<file path="config.mk">
export PLATFORM = sky130hd
export DESIGN_NAME = sdram_arbiter_flat
export DESIGN_NICKNAME = d
export VERILOG_FILES = /design/src/rtl/sdram_arbiter_if.sv /design/src/rtl/sdram_arbiter.sv /design/src/flat_wrapper.sv
export SDC_FILE = /design/constraint.sdc
export NUM_CORES = 1
export LEC_CHECK = 0
export ABC_AREA = 1
export CAP_MARGIN = 20
export CORE_MARGIN = 2
export CORE_UTILIZATION = 48
export DETAILED_ROUTE_END_ITERATION = 16
export PLACE_DENSITY = 0.85
export SLEW_MARGIN = 5
export SYNTH_ARGS = -nofsm -noshare
export SYNTH_HDL_FRONTEND = slang
export SYNTH_SLANG_ARGS = --single-unit
</file>
<file path="constraint.sdc">
create_clock -name clk -period 3.1 [get_ports clk]
set_input_delay 0.62 -clock clk [delete_from_list [all_inputs] [get_ports clk]]
set_output_delay 0.62 -clock clk [all_outputs]
set_load 0.005 [all_outputs]
</file>
<file path="src/rtl/sdram_arbiter_if.sv">
// sdram_arbiter_if
//   Bundles the three requester ports and the SDRAM-controller side of the
//   arbiter. Index N of each per-requester vector belongs to requester N.
//   Ports (signals):
//     req/we/addr/din   requester -> arbiter : request level, write flag, address, write data
//     ack/valid/dout    arbiter -> requester : grant pulse, completion pulse, read data
//     sd_addr/sd_din/sd_ce/sd_we/sd_refresh  arbiter -> controller
//     sd_dout           controller -> arbiter : read data
//     busy              arbiter status
//   Modports: slave = arbiter side, master = requesters plus SDRAM controller.
interface sdram_arbiter_if;
   logic [2:0]       req;
   logic [2:0]       we;
   logic [2:0][24:0] addr;
   logic [2:0][7:0]  din;
   logic [2:0]       ack;
   logic [2:0]       valid;
   logic [2:0][7:0]  dout;
   logic [24:0]      sd_addr;
   logic [7:0]       sd_din;
   logic [7:0]       sd_dout;
   logic             sd_ce;
   logic             sd_we;
   logic             sd_refresh;
   logic             busy;

   modport slave (
      input  req, we, addr, din, sd_dout,
      output ack, valid, dout, sd_addr, sd_din, sd_ce, sd_we, sd_refresh, busy
   );

   modport master (
      output req, we, addr, din, sd_dout,
      input  ack, valid, dout, sd_addr, sd_din, sd_ce, sd_we, sd_refresh, busy
   );
endinterface

</file>
<file path="src/rtl/sdram_arbiter.sv">
// sdram_arbiter
//   Time-slotted arbiter sharing one SDRAM controller between three
//   requesters and a periodic refresh. Each slot lasts SLOT_LEN clocks and is
//   followed by one IDLE decision clock. Refresh beats r0, r0 beats r1/r2,
//   r1 and r2 alternate round-robin.
//   Ports:
//     clk      system clock, rising edge
//     reset_n  asynchronous active-low reset
//     bus      sdram_arbiter_if.slave (requester and controller signals)
module sdram_arbiter #(
   parameter int SLOT_LEN     = 8,
   parameter int DATA_CYC     = 6,
   parameter int REFRESH_CLKS = 500,
   parameter int STARTUP_CLKS = 256
) (
   input  logic           clk,
   input  logic           reset_n,
   sdram_arbiter_if.slave bus
);
   localparam int SC_W = $clog2(SLOT_LEN);
   localparam int SU_W = $clog2(STARTUP_CLKS + 1);
   localparam int RF_W = $clog2(REFRESH_CLKS + 1);
   localparam logic [SC_W-1:0] SC_LAST = SC_W'(SLOT_LEN - 1);
   localparam logic [SC_W-1:0] SC_HALF = SC_W'(SLOT_LEN / 2);
   localparam logic [SC_W-1:0] SC_DATA = SC_W'(DATA_CYC);
   localparam logic [SU_W-1:0] SU_LAST = SU_W'(STARTUP_CLKS - 1);
   localparam logic [RF_W-1:0] RF_LAST = RF_W'(REFRESH_CLKS - 1);

   typedef enum logic [1:0] {ST_STARTUP, ST_IDLE, ST_ACCESS, ST_REFRESH} state_t;

   state_t          state_reg, state_next;
   logic [SC_W-1:0] sc_reg, sc_next;
   logic [SU_W-1:0] su_cnt_reg;
   logic [RF_W-1:0] rf_cnt_reg;
   logic            pending_reg;
   logic            rr_reg;        // 0: r1 wins an r1/r2 tie, 1: r2 wins
   logic [1:0]      owner_reg;     // requester owning the current access slot

   logic            grant;
   logic [1:0]      grant_idx;
   logic            refresh_start;
   logic            expire;
   logic            capture;
   logic            ce_next, refresh_next, busy_next;
   logic [2:0]      ack_next, valid_next;

   logic [24:0]     sd_addr_reg;
   logic [7:0]      sd_din_reg;
   logic            sd_we_reg, sd_ce_reg, sd_refresh_reg, busy_reg;
   logic [2:0]      ack_reg, valid_reg;

   assign expire = (rf_cnt_reg == RF_LAST);

   // State register
   always_ff @(posedge clk or negedge reset_n) begin
      if (!reset_n) begin
         state_reg <= ST_STARTUP;
         sc_reg    <= '0;
      end else begin
         state_reg <= state_next;
         sc_reg    <= sc_next;
      end
   end

   // Next-state logic, including the IDLE arbitration decision
   always_comb begin
      state_next    = state_reg;
      sc_next       = sc_reg;
      grant         = 1'b0;
      grant_idx     = 2'd0;
      refresh_start = 1'b0;
      case (state_reg)
         ST_STARTUP: begin
            if (su_cnt_reg == SU_LAST) state_next = ST_IDLE;
         end
         ST_IDLE: begin
            sc_next = '0;
            if (pending_reg) begin
               refresh_start = 1'b1;
               state_next    = ST_REFRESH;
            end else if (bus.req[0]) begin
               grant      = 1'b1;
               grant_idx  = 2'd0;
               state_next = ST_ACCESS;
            end else if (bus.req[1] && (!bus.req[2] || !rr_reg)) begin
               grant      = 1'b1;
               grant_idx  = 2'd1;
               state_next = ST_ACCESS;
            end else if (bus.req[2]) begin
               grant      = 1'b1;
               grant_idx  = 2'd2;
               state_next = ST_ACCESS;
            end
         end
         ST_ACCESS, ST_REFRESH: begin
            if (sc_reg == SC_LAST) state_next = ST_IDLE;
            else                   sc_next    = sc_reg + 1'b1;
         end
         default: state_next = ST_STARTUP;
      endcase
   end

   // Output logic: values computed from the next state so that the strobes
   // are registered yet line up with the slot counter.
   always_comb begin
      ce_next      = (state_next == ST_ACCESS)  && (sc_next < SC_HALF);
      refresh_next = (state_next == ST_REFRESH) && (sc_next < SC_HALF);
      busy_next    = (state_next != ST_IDLE);
      capture      = (state_reg == ST_ACCESS) && (sc_reg == SC_DATA);
      ack_next     = '0;
      valid_next   = '0;
      if (grant)   ack_next[grant_idx]  = 1'b1;
      if (capture) valid_next[owner_reg] = 1'b1;
   end

   // Counters, refresh bookkeeping and registered outputs
   always_ff @(posedge clk or negedge reset_n) begin
      if (!reset_n) begin
         su_cnt_reg     <= '0;
         rf_cnt_reg     <= '0;
         pending_reg    <= 1'b0;
         rr_reg         <= 1'b0;
         owner_reg      <= 2'd0;
         sd_addr_reg    <= '0;
         sd_din_reg     <= '0;
         sd_we_reg      <= 1'b0;
         sd_ce_reg      <= 1'b0;
         sd_refresh_reg <= 1'b0;
         busy_reg       <= 1'b1;
         ack_reg        <= '0;
         valid_reg      <= '0;
      end else begin
         if (state_reg == ST_STARTUP) su_cnt_reg <= su_cnt_reg + 1'b1;
         rf_cnt_reg <= expire ? '0 : rf_cnt_reg + 1'b1;
         // A new expiry wins over the clear, so it is never lost.
         pending_reg <= expire | (pending_reg & ~refresh_start);
         if (grant) begin
            owner_reg   <= grant_idx;
            sd_addr_reg <= bus.addr[grant_idx];
            sd_din_reg  <= bus.din[grant_idx];
            sd_we_reg   <= bus.we[grant_idx];
            if (grant_idx == 2'd1)      rr_reg <= 1'b1;
            else if (grant_idx == 2'd2) rr_reg <= 1'b0;
         end
         sd_ce_reg      <= ce_next;
         sd_refresh_reg <= refresh_next;
         busy_reg       <= busy_next;
         ack_reg        <= ack_next;
         valid_reg      <= valid_next;
      end
   end

   // Per-requester read data holding registers
   for (genvar gi = 0; gi < 3; gi++) begin : g_dout
      logic [7:0] dout_reg;
      always_ff @(posedge clk or negedge reset_n) begin
         if (!reset_n)
            dout_reg <= '0;
         else if (capture && !sd_we_reg && (owner_reg == 2'(gi)))
            dout_reg <= bus.sd_dout;
      end
      assign bus.dout[gi] = dout_reg;
   end

   assign bus.ack        = ack_reg;
   assign bus.valid      = valid_reg;
   assign bus.sd_addr    = sd_addr_reg;
   assign bus.sd_din     = sd_din_reg;
   assign bus.sd_we      = sd_we_reg;
   assign bus.sd_ce      = sd_ce_reg;
   assign bus.sd_refresh = sd_refresh_reg;
   assign bus.busy       = busy_reg;
endmodule

</file>
<file path="src/flat_wrapper.sv">
// flat-port wrapper written by rule: the top's interface ports become plain ports
module sdram_arbiter_flat 
#(
   parameter int SLOT_LEN     = 8,
   parameter int DATA_CYC     = 6,
   parameter int REFRESH_CLKS = 500,
   parameter int STARTUP_CLKS = 256
)
  (clk, reset_n, bus_req, bus_we, bus_addr, bus_din, bus_sd_dout, bus_ack, bus_valid, bus_dout, bus_sd_addr, bus_sd_din, bus_sd_ce, bus_sd_we, bus_sd_refresh, bus_busy);
  sdram_arbiter_if bus_i ();
  input  logic clk;
  input  logic reset_n;
  input wire logic [$bits(bus_i.req)-1:0] bus_req;
  input wire logic [$bits(bus_i.we)-1:0] bus_we;
  input wire logic [$bits(bus_i.addr)-1:0] bus_addr;
  input wire logic [$bits(bus_i.din)-1:0] bus_din;
  input wire logic [$bits(bus_i.sd_dout)-1:0] bus_sd_dout;
  output wire logic [$bits(bus_i.ack)-1:0] bus_ack;
  output wire logic [$bits(bus_i.valid)-1:0] bus_valid;
  output wire logic [$bits(bus_i.dout)-1:0] bus_dout;
  output wire logic [$bits(bus_i.sd_addr)-1:0] bus_sd_addr;
  output wire logic [$bits(bus_i.sd_din)-1:0] bus_sd_din;
  output wire logic [$bits(bus_i.sd_ce)-1:0] bus_sd_ce;
  output wire logic [$bits(bus_i.sd_we)-1:0] bus_sd_we;
  output wire logic [$bits(bus_i.sd_refresh)-1:0] bus_sd_refresh;
  output wire logic [$bits(bus_i.busy)-1:0] bus_busy;
  assign bus_i.req = bus_req;
  assign bus_i.we = bus_we;
  assign bus_i.addr = bus_addr;
  assign bus_i.din = bus_din;
  assign bus_i.sd_dout = bus_sd_dout;
  assign bus_ack = bus_i.ack;
  assign bus_valid = bus_i.valid;
  assign bus_dout = bus_i.dout;
  assign bus_sd_addr = bus_i.sd_addr;
  assign bus_sd_din = bus_i.sd_din;
  assign bus_sd_ce = bus_i.sd_ce;
  assign bus_sd_we = bus_i.sd_we;
  assign bus_sd_refresh = bus_i.sd_refresh;
  assign bus_busy = bus_i.busy;
  sdram_arbiter #(.SLOT_LEN(SLOT_LEN), .DATA_CYC(DATA_CYC), .REFRESH_CLKS(REFRESH_CLKS), .STARTUP_CLKS(STARTUP_CLKS)) u_core (.clk(clk), .reset_n(reset_n), .bus(bus_i));
endmodule
</file>
Word level (Yosys, flattened, before mapping)
Cells that the tools add are included.
{"block": "totals", "elab_cells": 98, "out_inout_bits": 67, "ff_bits": 94, "inputBits": 115}
{"block": "op_classes", "mux": 36, "n_bitwise": 3, "magnitude_cmp": 5, "addsub": 3, "n_eq_ne": 14, "n_reduce_logical": 19}
{"cell": "25-bit binary-select mux with 2-bit select", "n": 1}
{"cell": "25-bit 2-to-1 mux", "n": 1}
{"cell": "2-bit 2-to-1 mux", "n": 11}
{"cell": "9-bit by 1-bit adder with 9-bit output (second input constant)", "n": 2}
{"cell": "8-bit binary-select mux with 2-bit select", "n": 1}
{"cell": "2-bit == test (second input constant)", "n": 6}
{"cell": "1-bit 2-to-1 mux", "n": 12}
{"cell": "1-bit logical AND", "n": 10}
{"cell": "9-bit by 8-bit == test with 1-bit output (second input constant)", "n": 1}
{"cell": "9-bit == test (second input constant)", "n": 1}
{"cell": "3-bit 2-to-1 mux", "n": 3}
{"cell": "9-bit 2-to-1 mux", "n": 1}
{"cell": "8-bit 2-to-1 mux", "n": 1}
{"cell": "2-bit by 1-bit == test with 1-bit output (second input constant)", "n": 3}
{"cell": "3-bit == test (second input constant)", "n": 2}
{"cell": "2-bit by 3-bit less-than comparator with 1-bit output (second input constant)", "n": 2}
{"cell": "2-bit one-hot mux with 3 select lines", "n": 1}
{"cell": "3-bit one-hot mux with 2 select lines", "n": 1}
{"cell": "1-bit demux with 2-bit select", "n": 2}
{"cell": "2-bit by 1-bit greater-or-equal comparator with 1-bit output (second input constant)", "n": 2}
{"cell": "2-bit zero test", "n": 2}
{"cell": "3-bit by 1-bit adder with 3-bit output (second input constant)", "n": 1}
{"cell": "1-bit zero test", "n": 3}
{"cell": "3-bit less-than comparator (second input constant)", "n": 1}
{"cell": "9 further kinds", "n": 9}

Logic depth before layout (Yosys ltp)
Gate-level depths: netlist (run 1).
{"block": "logic_depth", "depth_word": 12, "depth_mapped": 10, "ltp_nobuf": 9}

Least setup slack after synthesis (run 1)
OpenSTA, ideal clock, no wires.
{"block": "synth_path", "path_kind": "input to register", "from": "input port bus_req[1]", "to": "register u_core.rr_reg", "path_slack_ns": 1.198, "arrival_ns": 1.776, "stages": 7, "path_cell_list": "inv_1 -> a21oi_1 -> nand2_4 -> buf_2 -> ha_1 -> nor2_1 -> o21ai_0"}
{"block": "synth_between", "elab_chain_cells": 8, "word_cells_on_any_way": 14, "classes_between": "eq/ne (2); mux (9); reduce/logical (3)"}
{"item": "start: declaration", "line_no": "flat_wrapper.sv:13", "text": "input wire logic [$bits(bus_i.req)-1:0] bus_req;"}
{"item": "1-bit logical AND *", "line_no": "sdram_arbiter.sv:85", "text": "end else if (bus.req[1] && (!bus.req[2] || !rr_reg)) begin"}
{"item": "2-bit 2-to-1 mux", "line_no": "sdram_arbiter.sv:85"}
{"item": "2-bit 2-to-1 mux", "line_no": "sdram_arbiter.sv:81", "text": "end else if (bus.req[0]) begin"}
{"item": "2-bit 2-to-1 mux", "line_no": "sdram_arbiter.sv:78", "text": "if (pending_reg) begin"}
{"item": "2-bit 2-to-1 mux", "line_no": "sdram_arbiter.sv:72", "text": "case (state_reg)"}
{"item": "2-bit == test or 2-bit by 1-bit == test with 1-bit output (tied branches)", "line_no": "sdram_arbiter.sv:143, sdram_arbiter.sv:142"}
{"item": "2-bit nonzero test (no source line)"}
{"item": "2-bit AND reduction (no source line)"}
{"item": "end signal: assignment", "line_no": "sdram_arbiter.sv:122", "text": "rr_reg <= 1'b0;"}
{"item": "end signal: assignment", "line_no": "sdram_arbiter.sv:142", "text": "if (grant_idx == 2'd1) rr_reg <= 1'b1;"}
{"item": "end signal: assignment", "line_no": "sdram_arbiter.sv:143", "text": "else if (grant_idx == 2'd2) rr_reg <= 1'b0;"}
{"item": "end: declaration", "line_no": "sdram_arbiter.sv:36", "text": "logic rr_reg;"}
Mark *: on every way between the ends. The rest lies on a longest branch, timed or not.
A chain may end at the register's enable or synchronous reset.

Final worst setup path (run 1)
Same ends and word-level chain as after synthesis.

==> summary.md, run 1 <==
| Metric | Value |
|---|---|
| Sw Share | 31.5% |
| Largest net degree at the start of global routing | 61 |
| Post-synth EDFFs | 0 |
| Vias in the first global route | 4747 |
| GRT Total Usage | 24.8% |
| Layout Nets | 939 |
| TNS Setup | 0 ns |
| Synth-to-Final Area Change | 44.2% |
| Final WS setup | 0.732 ns |
| CP Class | primary input to register |
| Die area | 10800 um^2 |
| Row count | 36 |
| Util after Layout | 70.9% |
| Chip Height | 104 um |
| IO Count | 182 |
| DRT Pass-1 Iters | 4 |
| Worst reg2reg startpoint | u_core.state_reg[0] |
| Worst-path fanout max | 38 |
| Num CTS Buffers | 9 |
| Slew Limit Fails | 0 |
| Unrepaired setup endpoints after global routing | no |
| Synth top area cells | dfrtp_1, nand2_1, inv_1, nand3_1, o21ai_0 |
| Post-synth top cells | nand2_1, dfrtp_1, inv_1 |
| Clk_skew | 0.0138 ns |
| PortBufs | 181 |
| Die width | 104 um |
| Count leader, synth | nand2_1 |
| Switching power | 1.42 mW |
| CTS H-tree depth | 3 |
| Req. time, crit path | 3.36 ns |
| Num Clock Sinks | 94 |
| Crit path DAT | 2.63 ns |
| Seq/Total Area, Yosys | 49.2% |
| XOR/XNOR Fraction of Synth Area | 0.915% |
| Slew @ Worst Pin | 0.763 ns |
| Hold Crit Class | primary input to async pin |
| DRC violations left | 0 |
| Filler Cell Count | 775 |
| Max reg flops | 25 |
| PostCTS Resize Cnt | 0 |
| Post-synthesis compound-gate area fraction | 4.89% |
| Vias | 4658 |
| Peak VDD IR | 0.264 mV |
| Largest family of logic cells by synthesized area | simple AND/OR/NAND/NOR gates |
| Flops & latches, synth | 94 |
| Via density per instance | 4.88 |
| Mapped Cells | 638 |
| DR iter-0 viols | 243 |
| Clock Latency Late Sink | 0.35 ns |
| CTS Hold Buffers Added | 0 |
| Clock transition at path regs | 0.09 ns |
| Post-Synth Adder-Cell Area | 2.09% |
| DP Worst Slack | 0.395 ns |
| Achievable frequency | 422 MHz |
| Clock power share | 19.9% |
| Final ANT Viol Nets | 0 |
| CTS Buffer Depth | 2 |
| Starting density of the core | 49.2% |
| Final Cell Area | 6900 um^2 |
| Gate power share | 37.4% |
| Slew Limit Headroom | 49.1% |
| Critical path startpoint | bus_req[1] |
| Area post-placement | 6680 um^2 |
| CP endpoint kind | register |
| Routed WL | 12.9 mm |
| Critical Path Start Type | primary input |
| Max-cap violation count | 0 |
| LEAKAGE | 3.51 nW |
| Remaining global-route overflow | 0 |
| Power Density | 655 nW/um^2 |
| First-pass GRT wire length | 21.8 mm |
| Prevailing post-synth register cell | dfrtp_1 |
| Outcome | finished, final reports clean |
| Avg WL per Cell | 13.5 um |
| Number of diodes | 0 |
| CTS tree | yes |
| Final setup viols | 0 |
| Placeable Area | 9730 um^2 |
| Part of the cycle the worst path needs | 76.4% |
| Cell area after synthesis | 4790 um^2 |
| Sequential Power Share | 42.7% |
| Yosys top cell by area | dfrtp_1 |
| Share of post-route cells with drive strength above 1 | 4.99% |
| Net Count, Synth | 761 |
| Syn Area/Cell | 7.50 um^2 |
| Root buf cell | clkbuf_8 |
| Ys Warns | 0 |
| Initial antenna violation count | 0 |
| Placer congestion estimate | 0.827 |
| Post CTS Setup Buffer Count | 0 |
| Internal power | 3.09 mW |
| Mux cell area share after synthesis | 0% |
| Number of distinct library cells after synthesis | 32 |
| Asr flop ratio synth | 100% |
| Share of the synthesized area in the top cell type | 48.6% |
| Simple-gate area share of the yosys netlist | 33.6% |
| Final hold vios | 0 |
| Detail Placement HPWL | 9.65 mm |
| Min Tclk post-route | 2.37 ns |
-- area by class of cell --
class	count	area [um^2]	area share, %
multi-input combinational	442	1980	28.8
inverter	83	312	4.52
tap	133	166	2.41
sequential	94	2350	34.1
clock buffer	11	141	2.05
timing repair buffer	186	1860	26.9
clock inverter	5	82.6	1.20
-- power groups by stage --
stage                     logic (mW)  registers (mW)  clock network (mW)
final                           1.69            1.93               0.898
after CTS                       1.71            1.93               0.915
after global placement          1.65            1.93                   0
after floorplan                0.672            1.93                   0
after detailed placement        1.71            1.95                   0
after global routing            1.88            1.99               0.964
-- metrics by stage --
stage	std cells	total power, mW	hold slack (ns)
floorplan	638	2.60	0.324
global placement	938	3.58	0.440
detailed placement	938	3.65	0.446
CTS	954	4.56	0.361
global route	954	4.83	0.401
finish	954	4.52	0.340
-- worst max-delay path, stage by stage --
cell and delay, ns:
clkdlybuf4s50_1 0.52, inv_1 0.08, a21oi_1 0.29, nand2_4 0.32, inv_2 0.42, ha_1 0.23, nand2_1 0.06, o21ai_0 0.09
-- layer usage --
metal / GRT usage (%) / routed length, um / up-vias
met2: 45.6 / 6570 / 176
met3: 4.57 / 822 / 26
li1: - / - / 2302
met4: 8.59 / 325 / 0
met1: 28.9 / 5180 / 2154
met5: 0 / 0 / -
-- cells in the final DEF, fill, tap and decap left out, types with 6 or more instances in the layout --
master,instances
ha_1,8
clkdlybuf4s50_1,180
dfrtp_1,93
nand3_1,43
o21ai_1,6
inv_1,79
nand2_1,296
clkbuf_8,10
o21ai_0,31
a21oi_1,8
nor2_1,19
-- final timing paths --
check	end	slack [ns]	cells after the start
max	u_core.rr_reg	0.73	8
min	u_core.su_cnt_reg[4]	0.34	1
max reg2reg	u_core.rr_reg	0.94	8
min reg2reg	u_core.rf_cnt_reg[0]	0.46	1
max in group asynchronous	u_core.rf_cnt_reg[4]	2.09	2
min in group clk	u_core.rf_cnt_reg[0]	0.46	1
-- cells by family after synthesis --
family	Yosys count
compound gates	46
buf+inv	102
fa+ha+maj	8
simple gates	383
xor+xnor	5
flops	94
Note: power is estimated with default switching activity, not from simulation.
==> run 2, diff against run 1 <==
- CORE_UTILIZATION: 48 -> 45
- PLACE_DENSITY: 0.85 -> 0.81
- clock period: 3.1 -> 2.27 ns (I/O delays scaled with it)
==> run 2 against run 1 <==
Effect of this change: sequential share of layout area decreased by 0.43 points; register-to-register slack got worse by 0.46 ns; global-route usage decreased by 1.9 points; worst hold slack got worse by 0.26 ns; critical endpoint unchanged; critical path depth unchanged; largest power group unchanged.
==> summary.md, run 2 (synthesized netlist as in run 1, its figures left out) <==
| Metric | Value |
|---|---|
| Util after Layout | 67.7% (-3.2 points) |
| Slew Limit Headroom | 65.1% (+16 points) |
| Power Density | 886 nW/um^2 (+35%) |
| Clock Latency Late Sink | 0.34 ns (about the same) |
| Vias | 4673 (+0.32%) |
| Avg WL per Cell | 13.3 um (-1.8%) |
| Clock transition at path regs | 0.09 ns (about the same) |
| Synth-to-Final Area Change | 46.0% |
| Outcome | finished, final reports clean |
| Slew @ Worst Pin | 0.523 ns (-0.240 ns) |
| Commonest non-fill, non-tap cells in the layout | nand2_1, clkdlybuf4s50_1, dfrtp_1, inv_1, nand3_1 |
| DR iter-0 viols | 235 (-3.3%) |
| Commonest non-fill, non-tap cell in the layout | nand2_1 |
| Remaining global-route overflow | 0 (unchanged) |
| CP Class | primary input to register |
| CTS Buffer Depth | 2 (unchanged) |
| DRC violations left | 0 (unchanged) |
| Initial antenna violation count | 0 (unchanged) |
| Detail Placement HPWL | 9.69 mm (+0.43%) |
| Min Tclk post-route | 1.91 ns |
| Num CTS Buffers | 9 (unchanged) |
| First-pass GRT wire length | 21.2 mm (-2.9%) |
| IO Count | 182 (unchanged) |
| Die area | 11500 um^2 (+6.4%) |
| Final hold vios | 0 (unchanged) |
| Die width | 107 um (+3.2%) |
| Req. time, crit path | 2.52 ns (-0.84 ns) |
| CP endpoint kind | register |
| Num Clock Sinks | 94 (unchanged) |
| Layout Nets | 946 (+0.75%) |
| Part of the cycle the worst path needs | 84.1% |
| PostCTS Resize Cnt | 0 (unchanged) |
| PortBufs | 181 (unchanged) |
| Hold Crit Class | primary input to async pin |
| Final ANT Viol Nets | 0 (unchanged) |
| CTS tree | yes |
| Max-cap violation count | 0 (unchanged) |
| Share of post-route cells with drive strength above 1 | 5.92% (+0.92 points) |
| Peak VDD IR | 0.532 mV (+100%) |
| Final setup viols | 0 (unchanged) |
| Via density per instance | 4.85 (-0.72%) |
| Max reg flops | 25 (unchanged) |
| Root buf cell | clkbuf_8 |
| CTS H-tree depth | 3 (unchanged) |
| Placeable Area | 10300 um^2 (+6.1%) |
| Routed WL | 12.8 mm (-0.81%) |
| CTS Hold Buffers Added | 0 (unchanged) |
| Placer congestion estimate | 0.822 (-0.70%) |
| Worst-path fanout max | 13 (-66%) |
| Crit path DAT | 2.16 ns (-0.47 ns) |
| Starting density of the core | 46.4% (-2.8 points) |
| Largest net degree at the start of global routing | 43 (-30%) |
| Row count | 37 (+2.8%) |
| Filler Cell Count | 856 (+10%) |
| LEAKAGE | 3.56 nW (+1.3%) |
| Post CTS Setup Buffer Count | 0 (unchanged) |
| Slew Limit Fails | 0 (unchanged) |
| TNS Setup | 0 ns (unchanged) |
| Critical Path Start Type | primary input |
| Clk_skew | 0.0127 ns (-0.00108 ns) |
| Chip Height | 107 um (+3.2%) |
| Achievable frequency | 524 MHz |
| DRT Pass-1 Iters | 4 (unchanged) |
| Number of diodes | 0 (unchanged) |
| Unrepaired setup endpoints after global routing | no |
| Vias in the first global route | 4618 (-2.7%) |
| GRT Total Usage | 22.9% (-1.9 points) |
run 2: changes by cell type in the layout (fill, tap and decap cells not counted):
| cell | delta |
|---|---|
| clkinvlp_4 | -1 |
| clkinv_4 | +1 |
| buf_12 | +2 |
| inv_6 | +1 |
| clkbuf_1 | -1 |
| buf_4 | +5 |
run 2: power breakdown:
group | internal [mW] | switching (mW)
Combinational | 1.35 | 0.962
Sequential | 2.23 | 0.400
Clock | 0.657 | 0.592
run 2: per-stage QoR:
step	power [mW]	worst slack, ns	hold WS (ns)	std cells	area [um^2]
6_report	6.19	0.362	0.0796	964	6990
4_1_cts	6.25	0.369	0.0897	964	6990
5_1_grt	6.65	0.267	0.106	964	6990
3_3_place_gp	4.90	0.169	0.442	948	6760
3_5_place_dp	4.97	0.109	0.449	948	6760
2_1_floorplan	3.55	0.534	0.158	638	4790
run 2: layer usage:
layer	share of wire [%]	vias up	GRT usage [%]	wire length, um
met3	7.2	24	4.92	927
met5	0	-	0	0
li1	-	2311	-	-
met4	1.8	0	7.33	230
met1	41	2167	28.5	5260
met2	50	171	39.6	6370
run 2: cell type report:
class | count | area [um^2] | share of cell area (%)
sequential | 94 | 2350 | 33.7
clock buffer | 10 | 138 | 1.97
clock inverter | 6 | 92.6 | 1.33
multi-input combinational | 442 | 1980 | 28.4
timing repair buffer | 193 | 1940 | 27.7
inverter | 83 | 312 | 4.46
tap | 136 | 170 | 2.44
run 2: worst max-delay path, stage by stage:
cell,delay [ns]
clkdlybuf4s50_1,0.51
inv_1,0.08
a21oi_1,0.30
nand2_4,0.18
ha_1,0.32
nor2_1,0.14
nand2_1,0.08
o21ai_0,0.10
run 2: final timing paths:
kind | start | to | slack (ns) | depth (start not counted)
max in group asynchronous | reset_n | u_core.state_reg[0] | 1.52 | 2
worst max-delay path | bus_req[1] | u_core.rr_reg | 0.36 | 8
worst min register to register | u_core.rf_cnt_reg[0] | u_core.rf_cnt_reg[0] | 0.46 | 1
min in group clk | u_core.rf_cnt_reg[0] | u_core.rf_cnt_reg[0] | 0.46 | 1
worst min-delay path | reset_n | u_core.su_cnt_reg[3] | 0.08 | 1
worst max register to register | u_core.state_reg[0] | u_core.rr_reg | 0.48 | 8
==> run 3, diff against run 2 <==
- clock period: 2.27 -> 1.95 ns (I/O delays scaled with it)
==> run 3 against run 2 <==
Effect of this change: die area unchanged; sequential share of layout area down 0.42 points; via count down 0.49%; cell count up 0.73%; final area up 1.3%; register-to-register slack worse by 0.26 ns; critical path depth down 7; count of clock-buffer cells in the layout unchanged; worst setup slack worse by 0.15 ns; sequential power up 17%; combinational power up 18%; largest power group unchanged.
==> summary.md, run 3 (synthesized netlist as in run 1, its figures left out) <==
| Metric | Value |
|---|---|
| Detail Placement HPWL | 10.0 mm (+3.4%) |
| Hold Worst Slack | 0.468 ns (+0.388 ns) |
| Achievable frequency | 576 MHz |
| Vias | 4650 (-0.49%) |
| Slowest CP cell | dfstp_2 |
| Worst reg2reg startpoint | u_core.sc_reg[0] |
| PortBufs | 181 (unchanged) |
| Final setup viols | 0 (unchanged) |
| Initial antenna violation count | 0 (unchanged) |
| Commonest non-fill, non-tap cells in the layout | nand2_1, clkdlybuf4s50_1, dfrtp_1, inv_1, nand3_1 |
| Num Clock Sinks | 94 (unchanged) |
| Outcome | finished, final reports clean |
| DRT Pass-1 Iters | 4 (unchanged) |
| Final hold vios | 0 (unchanged) |
| CTS Buffer Depth | 2 (unchanged) |
| Slew Limit Headroom | 70.5% (+5.4 points) |
| Final Cell Area | 7070 um^2 (+1.3%) |
| Area of the multi-input gates | 1980 um^2 (unchanged) |
| CP Class | register to output pin |
| Crit-path leading delay family | flip-flops |
| Peak VDD IR | 0.615 mV (+16%) |
| Crit path cell chain | clkdlybuf4s50_1 |
| Synth-to-Final Area Change | 47.8% |
| Commonest non-fill, non-tap cell in the layout | nand2_1 |
| Max-cap violation count | 0 (unchanged) |
| Area post-placement | 6830 um^2 (+1.0%) |
| Max reg flops | 25 (unchanged) |
| Internal power | 5.04 mW (+19%) |
| Clock transition at path regs | 0.08 ns (about the same) |
| Clk_skew | 0.0119 ns (-0.000768 ns) |
| DRC violations left | 0 (unchanged) |
| TNS Setup | 0 ns (unchanged) |
| Filler Cell Count | 864 (+0.93%) |
| Number of diodes | 0 (unchanged) |
| Slowest stage delay, CP | 0.52 ns (about the same) |
| Routed WL | 12.9 mm (+0.75%) |
| Hold Crit Class | register to register |
| Layout Nets | 953 (+0.74%) |
| Row count | 37 (unchanged) |
| Crit path DAT | 1.35 ns (-0.81 ns) |
| Critical path startpoint | u_core.bus.busy |
| WP buf/inv | 1 (-1) |
| Chip Height | 107 um (unchanged) |
| Worst Hold Launch | u_core.rf_cnt_reg[0] |
| Placeable Area | 10300 um^2 (unchanged) |
| Req. time, crit path | 1.56 ns (-0.96 ns) |
| Clock power share | 20.6% (+0.4 points) |
| Gate power share | 37.3% (about the same) |
| Post CTS Setup Buffer Count | 0 (unchanged) |
| Starting density of the core | 46.4% (unchanged) |
| Share of post-route cells with drive strength above 1 | 6.47% (+0.55 points) |
| Critical Path Start Type | register |
| Switching power | 2.26 mW (+15%) |
| Num CTS Buffers | 9 (unchanged) |
| Worst-path fanout max | 1 (-12) |
| Largest net degree at the start of global routing | 37 (-14%) |
| Remaining global-route overflow | 0 (unchanged) |
| Vias in the first global route | 4775 (+3.4%) |
| IO Count | 182 (unchanged) |
| GRT Total Usage | 23.0% (+0.10 points) |
| Placer congestion estimate | 0.818 (-0.44%) |
| Clock Latency Late Sink | 0.35 ns (about the same) |
| Slew @ Worst Pin | 0.442 ns (-0.0810 ns) |
| Part of the cycle the worst path needs | 89.1% |
| Unrepaired setup endpoints after global routing | yes |
| FF/Latch Area | 2350 um^2 (unchanged) |
| CP endpoint kind | output pin |
| Sequential Power Share | 42.1% (-0.4 points) |
| Min Tclk post-route | 1.74 ns |
| Final ANT Viol Nets | 0 (unchanged) |
| LEAKAGE | 3.61 nW (+1.3%) |
| Die area | 11500 um^2 (unchanged) |
| DR iter-0 viols | 219 (-6.8%) |
| CTS H-tree depth | 3 (unchanged) |
| CTS tree | yes |
| Avg WL per Cell | 13.3 um (about the same) |
| Root buf cell | clkbuf_8 |
| Slew Limit Fails | 0 (unchanged) |
| First-pass GRT wire length | 21.1 mm (-0.33%) |
| Sw Share | 30.9% (-0.64 points) |
| Power Density | 1030 nW/um^2 (+16%) |
| Die width | 107 um (unchanged) |
| Via density per instance | 4.79 (-1.2%) |
run 3: metal layers:
layer  GRT usage (%)  part of all wire [%]  wire (um)
met1            27.4                    40       5190
met2            40.5                    51       6570
met3            5.65                   7.2        934
met4            7.79                   1.5        196
met5               0                     0          0
run 3: power by group through the flow:
stage | clock [mW] | sequential (mW) | combinational (mW)
after detailed placement | 0 | 3.08 | 2.75
after CTS | 1.54 | 3.07 | 2.76
after floorplan | 0 | 3.06 | 1.07
after global routing | 1.62 | 3.16 | 3.07
final | 1.50 | 3.07 | 2.72
after global placement | 0 | 3.07 | 2.67
run 3: final cells by class:
type,instances,area share [%]
Multi-Input combinational cell,442,28.1
Inverter,83,4.40
Sequential cell,94,33.3
Clock buffer,10,1.80
Timing Repair Buffer,200,28.5
Tap cell,136,2.41
Clock inverter,6,1.56
run 3: final timing paths:
check                                          endpoint  slack [ns]  depth (start not counted)
setup / recovery                               bus_busy        0.21                          1
hold / removal                     u_core.rf_cnt_reg[0]        0.47                          1
setup reg to reg           u_core.g_dout[2].dout_reg[0]        0.22                          6
hold reg to reg                    u_core.rf_cnt_reg[0]        0.47                          1
max in group asynchronous               u_core.bus.busy        0.82                          3
min in group asynchronous          u_core.su_cnt_reg[2]        0.53                          2
run 3: what timing repair did:
action / in CTS / in global routing
hold buffers: 1 / 0
endpoints found under the hold margin: 29 / 0
endpoints found under the setup margin: 0 / 1
resized for setup: 0 / 0
run 3: worst reg2reg max path: stages (launching register included):
cell     delay, ns
dfrtp_1       0.42
inv_1         0.07
ha_1          0.16
nand2_2       0.07
nor3_4        0.22
nand4_2       0.39
o21ai_0       0.31
run 3: through the flow:
stage,std cells,power [mW],util (%),worst slack (ns)
5_1_grt,971,7.84,68.5,-0.0159
3_3_place_gp,954,5.73,66.1,0.0551
6_report,971,7.30,68.5,0.212
2_1_floorplan,638,4.13,-,0.278
4_1_cts,971,7.37,68.5,0.187
3_5_place_dp,954,5.84,66.1,-0.0150
